File: src/rtl/data_mem_arbiter_pkg.sv
`default_nettype none
// ============================================================================
//  Module      : data_mem_arbiter_pkg
//  Description : Shared types and defaults for the data memory arbiter and
//                the pipeline memory stage.
//  Revision    : 1.0 - initial release
// ============================================================================
package data_mem_arbiter_pkg;

    localparam int c_DEFAULT_ADDR_W = 10;
    localparam int c_DEFAULT_DATA_W = 32;
    localparam int c_STARVE_CNT_W   = 4;

    typedef enum logic [0:0] {
        GRANT_PIPE = 1'b0,
        FORCE_AUX  = 1'b1
    } arbState_e;

endpackage
`default_nettype wire

File: src/rtl/data_mem_arbiter_if.sv
`default_nettype none
// ============================================================================
//  Module      : data_mem_arbiter_if
//  Description : Pipe, aux and data-memory signals of the arbiter. The slave
//                modport is the arbiter view, master is the surroundings.
//  Revision    : 1.0 - initial release
// ============================================================================
interface data_mem_arbiter_if
    import data_mem_arbiter_pkg::*;
#(
    parameter int ADDR_W = c_DEFAULT_ADDR_W,
    parameter int DATA_W = c_DEFAULT_DATA_W
);
    logic              pipeRead;
    logic              pipeWrite;
    logic [ADDR_W-1:0] pipeAddr;
    logic [DATA_W-1:0] pipeWData;
    logic [DATA_W-1:0] pipeRData;
    logic              pipeStall;

    logic              auxValid;
    logic              auxWrite;
    logic [ADDR_W-1:0] auxAddr;
    logic [DATA_W-1:0] auxWData;
    logic              auxReady;
    logic              auxRespValid;
    logic [DATA_W-1:0] auxRData;

    logic              memWrEnable;
    logic [ADDR_W-1:0] memWrAddress;
    logic [DATA_W-1:0] memWrData;
    logic              memRdEnable;
    logic [ADDR_W-1:0] memRdAddress;
    logic [DATA_W-1:0] memRdData;

    modport slave (
        input  pipeRead, pipeWrite, pipeAddr, pipeWData,
        output pipeRData, pipeStall,
        input  auxValid, auxWrite, auxAddr, auxWData,
        output auxReady, auxRespValid, auxRData,
        output memWrEnable, memWrAddress, memWrData,
        output memRdEnable, memRdAddress,
        input  memRdData
    );

    modport master (
        output pipeRead, pipeWrite, pipeAddr, pipeWData,
        input  pipeRData, pipeStall,
        output auxValid, auxWrite, auxAddr, auxWData,
        input  auxReady, auxRespValid, auxRData,
        input  memWrEnable, memWrAddress, memWrData,
        input  memRdEnable, memRdAddress,
        output memRdData
    );

endinterface
`default_nettype wire

File: src/rtl/data_mem_arbiter_starve_counter.sv
`default_nettype none
// ============================================================================
//  Module      : starve_counter
//  Description : Saturating count of consecutive blocked aux cycles; o_hit
//                flags the last blocked cycle before a forced aux grant.
//  Revision    : 1.0 - initial release
// ============================================================================
module starve_counter
    import data_mem_arbiter_pkg::*;
#(
    parameter int LIMIT = 4
) (
    input  wire  clk,
    input  wire  rst,
    input  logic i_inc,
    input  logic i_clr,
    output logic o_hit
);
    localparam logic [c_STARVE_CNT_W-1:0] c_HIT_VALUE = c_STARVE_CNT_W'(LIMIT - 1);

    logic [c_STARVE_CNT_W-1:0] r_count;

    // Clear wins over increment; saturate instead of wrapping
    always_ff @(posedge clk or posedge rst) begin
        if (rst) begin
            r_count <= '0;
        end else if (i_clr) begin
            r_count <= '0;
        end else if (i_inc && (r_count != '1)) begin
            r_count <= r_count + 1'b1;
        end
    end

    assign o_hit = (r_count == c_HIT_VALUE);

endmodule
`default_nettype wire

File: src/rtl/data_mem_arbiter.sv
`default_nettype none
// ============================================================================
//  Module      : data_mem_arbiter
//  Description : Shares the data memory between the pipeline memory stage
//                (fixed priority) and an aux requester, with a one-cycle
//                forced aux grant after STARVE_LIMIT blocked cycles.
//  Revision    : 1.0 - initial release
// ============================================================================
module data_mem_arbiter
    import data_mem_arbiter_pkg::*;
#(
    parameter int ADDR_W       = c_DEFAULT_ADDR_W,
    parameter int DATA_W       = c_DEFAULT_DATA_W,
    parameter int STARVE_LIMIT = 4
) (
    input  wire              clk,
    input  wire              rst,
    data_mem_arbiter_if.slave bus
);
    arbState_e         r_state;
    logic              r_auxRespValid;
    logic [DATA_W-1:0] r_auxRData;

    logic              w_pipeActive;
    logic              w_auxOwns;
    logic              w_auxReady;
    logic              w_auxReadAccept;
    logic              w_pipeStall;
    logic [DATA_W-1:0] w_pipeRData;
    logic              w_memWrEnable;
    logic [ADDR_W-1:0] w_memWrAddress;
    logic [DATA_W-1:0] w_memWrData;
    logic              w_memRdEnable;
    logic [ADDR_W-1:0] w_memRdAddress;
    logic              w_cntInc;
    logic              w_cntClr;
    logic              w_starveHit;

    assign w_pipeActive    = bus.pipeRead | bus.pipeWrite;
    assign w_auxReadAccept = w_auxReady & ~bus.auxWrite;

    // Memory port steering; everything is held idle while reset is asserted
    always_comb begin
        w_auxOwns      = 1'b0;
        w_pipeStall    = 1'b0;
        w_pipeRData    = '0;
        w_memWrEnable  = 1'b0;
        w_memWrAddress = '0;
        w_memWrData    = '0;
        w_memRdEnable  = 1'b0;
        w_memRdAddress = '0;
        if (!rst) begin
            case (r_state)
                GRANT_PIPE: begin
                    if (w_pipeActive) begin
                        w_memWrEnable  = bus.pipeWrite;
                        w_memWrAddress = bus.pipeAddr;
                        w_memWrData    = bus.pipeWData;
                        w_memRdEnable  = bus.pipeRead;
                        w_memRdAddress = bus.pipeAddr;
                        w_pipeRData    = bus.pipeRead ? bus.memRdData : '0;
                    end else begin
                        w_auxOwns = bus.auxValid;
                    end
                end
                FORCE_AUX: begin
                    w_pipeStall = 1'b1;
                    w_auxOwns   = bus.auxValid;
                end
                default: ;
            endcase
            if (w_auxOwns) begin
                w_memWrEnable  = bus.auxWrite;
                w_memWrAddress = bus.auxAddr;
                w_memWrData    = bus.auxWData;
                w_memRdEnable  = ~bus.auxWrite;
                w_memRdAddress = bus.auxAddr;
            end
        end
    end

    assign w_auxReady = w_auxOwns;

    // Count only cycles where aux is blocked by an active pipe access
    assign w_cntInc = (r_state == GRANT_PIPE) & bus.auxValid & w_pipeActive;
    assign w_cntClr = w_auxReady | ~bus.auxValid | (r_state == FORCE_AUX);

    starve_counter #(
        .LIMIT (STARVE_LIMIT)
    ) u_starveCounter (
        .clk   (clk),
        .rst   (rst),
        .i_inc (w_cntInc),
        .i_clr (w_cntClr),
        .o_hit (w_starveHit)
    );

    // Arbitration state and registered aux read response
    always_ff @(posedge clk or posedge rst) begin
        if (rst) begin
            r_state        <= GRANT_PIPE;
            r_auxRespValid <= 1'b0;
            r_auxRData     <= '0;
        end else begin
            r_auxRespValid <= w_auxReadAccept;
            if (w_auxReadAccept) begin
                r_auxRData <= bus.memRdData;
            end
            case (r_state)
                GRANT_PIPE: if (w_cntInc && w_starveHit) r_state <= FORCE_AUX;
                FORCE_AUX:  r_state <= GRANT_PIPE;
                default:    r_state <= GRANT_PIPE;
            endcase
        end
    end

    assign bus.pipeRData    = w_pipeRData;
    assign bus.pipeStall    = w_pipeStall;
    assign bus.auxReady     = w_auxReady;
    assign bus.auxRespValid = r_auxRespValid;
    assign bus.auxRData     = r_auxRData;
    assign bus.memWrEnable  = w_memWrEnable;
    assign bus.memWrAddress = w_memWrAddress;
    assign bus.memWrData    = w_memWrData;
    assign bus.memRdEnable  = w_memRdEnable;
    assign bus.memRdAddress = w_memRdAddress;

endmodule
`default_nettype wire
File: src/flat_wrapper.sv
// flat-port wrapper written by rule: the top's interface ports become plain ports
module data_mem_arbiter_flat import data_mem_arbiter_pkg::*;
#(
    parameter int ADDR_W       = c_DEFAULT_ADDR_W,
    parameter int DATA_W       = c_DEFAULT_DATA_W,
    parameter int STARVE_LIMIT = 4
)
  (clk, rst, bus_pipeRead, bus_pipeWrite, bus_pipeAddr, bus_pipeWData, bus_pipeRData, bus_pipeStall, bus_auxValid, bus_auxWrite, bus_auxAddr, bus_auxWData, bus_auxReady, bus_auxRespValid, bus_auxRData, bus_memWrEnable, bus_memWrAddress, bus_memWrData, bus_memRdEnable, bus_memRdAddress, bus_memRdData);
  data_mem_arbiter_if #(.ADDR_W(ADDR_W), .DATA_W(DATA_W)) bus_i ();
  input  wire clk;
  input  wire rst;
  input wire logic [$bits(bus_i.pipeRead)-1:0] bus_pipeRead;
  input wire logic [$bits(bus_i.pipeWrite)-1:0] bus_pipeWrite;
  input wire logic [$bits(bus_i.pipeAddr)-1:0] bus_pipeAddr;
  input wire logic [$bits(bus_i.pipeWData)-1:0] bus_pipeWData;
  output wire logic [$bits(bus_i.pipeRData)-1:0] bus_pipeRData;
  output wire logic [$bits(bus_i.pipeStall)-1:0] bus_pipeStall;
  input wire logic [$bits(bus_i.auxValid)-1:0] bus_auxValid;
  input wire logic [$bits(bus_i.auxWrite)-1:0] bus_auxWrite;
  input wire logic [$bits(bus_i.auxAddr)-1:0] bus_auxAddr;
  input wire logic [$bits(bus_i.auxWData)-1:0] bus_auxWData;
  output wire logic [$bits(bus_i.auxReady)-1:0] bus_auxReady;
  output wire logic [$bits(bus_i.auxRespValid)-1:0] bus_auxRespValid;
  output wire logic [$bits(bus_i.auxRData)-1:0] bus_auxRData;
  output wire logic [$bits(bus_i.memWrEnable)-1:0] bus_memWrEnable;
  output wire logic [$bits(bus_i.memWrAddress)-1:0] bus_memWrAddress;
  output wire logic [$bits(bus_i.memWrData)-1:0] bus_memWrData;
  output wire logic [$bits(bus_i.memRdEnable)-1:0] bus_memRdEnable;
  output wire logic [$bits(bus_i.memRdAddress)-1:0] bus_memRdAddress;
  input wire logic [$bits(bus_i.memRdData)-1:0] bus_memRdData;
  assign bus_i.pipeRead = bus_pipeRead;
  assign bus_i.pipeWrite = bus_pipeWrite;
  assign bus_i.pipeAddr = bus_pipeAddr;
  assign bus_i.pipeWData = bus_pipeWData;
  assign bus_pipeRData = bus_i.pipeRData;
  assign bus_pipeStall = bus_i.pipeStall;
  assign bus_i.auxValid = bus_auxValid;
  assign bus_i.auxWrite = bus_auxWrite;
  assign bus_i.auxAddr = bus_auxAddr;
  assign bus_i.auxWData = bus_auxWData;
  assign bus_auxReady = bus_i.auxReady;
  assign bus_auxRespValid = bus_i.auxRespValid;
  assign bus_auxRData = bus_i.auxRData;
  assign bus_memWrEnable = bus_i.memWrEnable;
  assign bus_memWrAddress = bus_i.memWrAddress;
  assign bus_memWrData = bus_i.memWrData;
  assign bus_memRdEnable = bus_i.memRdEnable;
  assign bus_memRdAddress = bus_i.memRdAddress;
  assign bus_i.memRdData = bus_memRdData;
  data_mem_arbiter #(.ADDR_W(ADDR_W), .DATA_W(DATA_W), .STARVE_LIMIT(STARVE_LIMIT)) u_core (.clk(clk), .rst(rst), .bus(bus_i));
endmodule
File: config.mk
export PLATFORM = sky130hd
export DESIGN_NAME = data_mem_arbiter_flat
export DESIGN_NICKNAME = d
export VERILOG_FILES = /design/src/rtl/data_mem_arbiter_pkg.sv /design/src/rtl/data_mem_arbiter_if.sv /design/src/rtl/data_mem_arbiter_starve_counter.sv /design/src/rtl/data_mem_arbiter.sv /design/src/flat_wrapper.sv
export SDC_FILE = /design/constraint.sdc
export NUM_CORES = 1
export LEC_CHECK = 0
export BUFFER_PORTS_ARGS = -buffer_cell sky130_fd_sc_hd__buf_2
export CORE_AREA = 2 2 95 97
export DETAILED_ROUTE_END_ITERATION = 7
export DIE_AREA = 0 0 97 99
export GPL_TIMING_DRIVEN = 0
export PLACE_DENSITY = 0.67
export REMOVE_ABC_BUFFERS = 1
export SLEW_MARGIN = 30
export SYNTH_ARGS = -nofsm -noshare
export SYNTH_HDL_FRONTEND = slang
export SYNTH_HIERARCHICAL = 1
export SYNTH_SLANG_ARGS = --single-unit
File: constraint.sdc
create_clock -name clk -period 2.2 [get_ports clk]
set_clock_uncertainty 0.1 [all_clocks]
set_input_delay 0 -clock clk [delete_from_list [all_inputs] [get_ports clk]]
set_output_delay 0 -clock clk [all_outputs]
set_load 0.005 [all_outputs]
==> summary.txt <==
Setup path
  – Worst Path Arrival: 2.15 ns
  – Worst-case reg-to-reg path depth: 5
  – Worst EP required: 2.28 ns
  – CP endpoint kind: flop
  – CP startpoint kind: flop
  – Flop-to-flop setup slack: 0.13 ns
  – Worst reg2reg path endpoint: u_core/u_starveCounter/r_count[0]
  – R2R Path Start: u_core/r_state
  – Crit path kind: reg2reg
  – Crit Path Max Fanout: 36

GRT
  – First-pass GRT wire length: 15260 um
  – Initial antenna violation count: 2
  – Largest net degree at the start of global routing: 37
  – Number of global-route vias before repair: 2861
  – Gr usage total: 20.40%
  – Gr ovfl total: 0

Pwr
  – Sw frac: 26.95%
  – Total Power: 0.002432 W
  – Combinational share of power: 32.4%
  – Switching power: 0.0006554 W
  – Register share of total power: 37.7%
  – Max VDD drop: 0.0003199 V
  – Internal power: 0.001776 W
  – Pwr/cell area: 581.1 nW/um^2
  – Clock group share of total power: 29.9%
  – Lkg Pwr: 2.396 nW

Layout
  – Share of layout cells above drive strength 1: 60.99%
  – Post-Layout Cell Count: 597
  – Synth-to-layout area growth: 69.32%
  – Final Util: 48.93%
  – Final Net Count: 609

Logic synthesis
  – Synth warn: 6
  – Netlist cell types: 36
  – Main synth FF type: dfrtp_1
  – Post-synth EDFFs: 0
  – Area share of the largest cell type after synthesis: 38.48%
  – #FFs+latches synth: 38
  – Synth Area per Inst: 11.08 um^2
  – Post-Syn Area: 2471 um^2
  – Leading area contributor after synthesis: dfrtp_1
  – Ranking of synthesized cells by area: dfrtp_1 38%, mux2_4 12%, a22o_1 12%
  – Register area share after synthesis: 38.48%
  – Post-Syn Instances: 223
  – FFs w/ async S/R, synth: 100.0%

Placement
  – DP Worst Slack: -0.1032 ns
  – Placed insts: 551
  – Final GP Congestion: 0.8657
  – IO buf count: 242
  – DP Wirelength: 7980 um

Clocking
  – TritonCTS sink count: 38
  – Clock Pin Slew Worst Setup and Hold Paths: 0.08 ns
  – Post_cts resized: 0
  – Clock Path Buffers: 2
  – CTS tree: built
  – Num CTS Buffers: 5
  – Max H-tree Level: 2
  – Clk_lat worst skew: 0.29 ns
  – Clk root buf: clkbuf_8

Worst hold path
  – Worst Hold Class: in2out
  – Hold path cells: 3
  – Worst Hold End: bus_memWrData[14]
  – Hold Startpoint: bus_pipeWData[14]

Timing
  – Maximum clock rate: 483.6 MHz
  – Slew @ Worst Pin: 0.5237 ns
  – Setup_tns: 0 ns
  – Final Hold Fails: 0
  – Slew margin rel.: 64.97%
  – Setup ws final: 0.1321 ns
  – Clock period minus worst slack: 2.068 ns
  – Setup Viol. Count Final: 0
  – Max Transition Viols Final: 0
  – RSZ-0062 raised after global routing: no
  – Part of the cycle the worst path needs: 94.00%

Drt
  – Via-to-Cell Ratio: 4.722
  – DRC violations left: 0
  – Routed length on met3: 649 um
  – Pre-antenna DRT Iters: 4
  – Drt wl/cell: 17.17 um
  – Vias: 2819
  – Routed wl met2: 5459 um
  – DR iter-0 viols: 95
  – DR top layer: met4
  – Routed WL: 10250 um
  – Post-DRT Antenna Nets: 0
  – Met1 WL: 3909 um

Floorplan
  – Core footprint: 8551 um^2
  – Die Ht: 99 um
  – Initial cell density of the core: 28.90%
  – I/O pins: 243
  – Chip width: 97 um
  – Row cnt: 34
  – Die area: 9603 um^2

Flow run
  – # Max-Cap Violations: 0

Outcome
  – Status: complete, no violations
[worst max-delay path by stage]
stage,startpoint,cells after the start,endpoint
6_report,u_core/r_state,5,u_core/u_starveCounter/r_count[0]
3_3_place_gp,u_core/r_state,3,bus_pipeRData[13]
2_1_floorplan,rst,5,u_core/u_starveCounter/r_count[0]
5_1_grt,u_core/r_state,5,u_core/u_starveCounter/r_count[0]
4_1_cts,u_core/r_state,5,u_core/u_starveCounter/r_count[1]
3_5_place_dp,rst,6,u_core/u_starveCounter/r_count[0]
[cells by family (layout without fill, tap and decap cells)]
kind of cell	after synthesis	in the layout	synth area share, %
fa+ha+maj	1	1	0.5062
simple gates	70	70	17.27
buf+inv	30	294	8.303
other cells	0	2	0
compound gates	50	50	16.96
mux	34	34	18.48
flops	38	38	38.48
[metal layers]
layer | vias to the layer above | global-route usage, %
li1 | 1320 | -
met1 | 1345 | 23.74
met2 | 137 | 37.29
met3 | 17 | 4.255
met4 | 0 | 6.934
met5 | - | 0
[layout by cell type, fill, tap and decap left out, types with 2 or more instances in the layout]
cell type,instances
buf_2,242
nand2_1,8
nor2b_1,3
inv_1,3
clkbuf_8,5
nor3b_2,2
a21oi_1,11
mux2_4,20
nand3_1,9
buf_4,2
nor2_1,2
mux2_2,13
dfrtp_1,38
diode_2,2
bufinv_16,2
dlygate4sd3_1,35
nand2b_1,4
a22o_1,34
and2_1,33
[Yosys cell counts, drive strengths merged, types with 3 or more instances]
library cell,instances
a21oi,11
a22o,34
and2,33
buf,19
clkbuf,6
dfrtp,38
inv,5
mux2,33
nand2,9
nand2b,4
nand3,9
nor2b,3
[power by group through the flow]
stage | clock, W | sequential [W] | combinational (W)
global route | 0.000774 | 0.000938 | 0.000856
finish | 0.000726 | 0.000917 | 0.000788
floorplan | 0 | 0.000938 | 0.000313
CTS | 0.000751 | 0.000917 | 0.000794
detailed placement | 0 | 0.000925 | 0.000742
global placement | 0 | 0.000924 | 0.000718
[state kept, by name (all words and copies together), names as in the netlist]
signal and count:
u_core/bus.auxRData 32, u_core/bus.auxRespValid 1, u_core/r_state 1, u_core/u_starveCounter/r_count 4
[repair_timing]
item,in CTS,in global routing
setup buffers,0,0
hold buffers,36,0
hold endpoints to repair,71,0
[stage by stage]
stage	area, um^2	hold slack [ns]
after detailed placement	3671	-0.02992
after CTS	4179	0.1791
after global placement	3633	-0.06396
after global routing	4184	0.1894
final	4184	0.1779
after floorplan	2287	-0.3339
[critical path: stages, from the launching register on]
cell and delay, ns:
dfrtp_1 0.52, o21bai_4 0.26, and3_4 0.47, or3b_1 0.27
nor2b_1 0.07, mux2_4 0.26
[cell type report]
type	count	area, um^2
well taps	108	135.1
multi-input cells	155	1326
clock buffers	5	68.82
diodes	2	5.005
fillers	809	4367
clock inverters	3	68.82
repair buffers	281	1608
inverters	5	21.27
flip-flops and latches	38	950.9
Power figures use the tool's default switching activity.
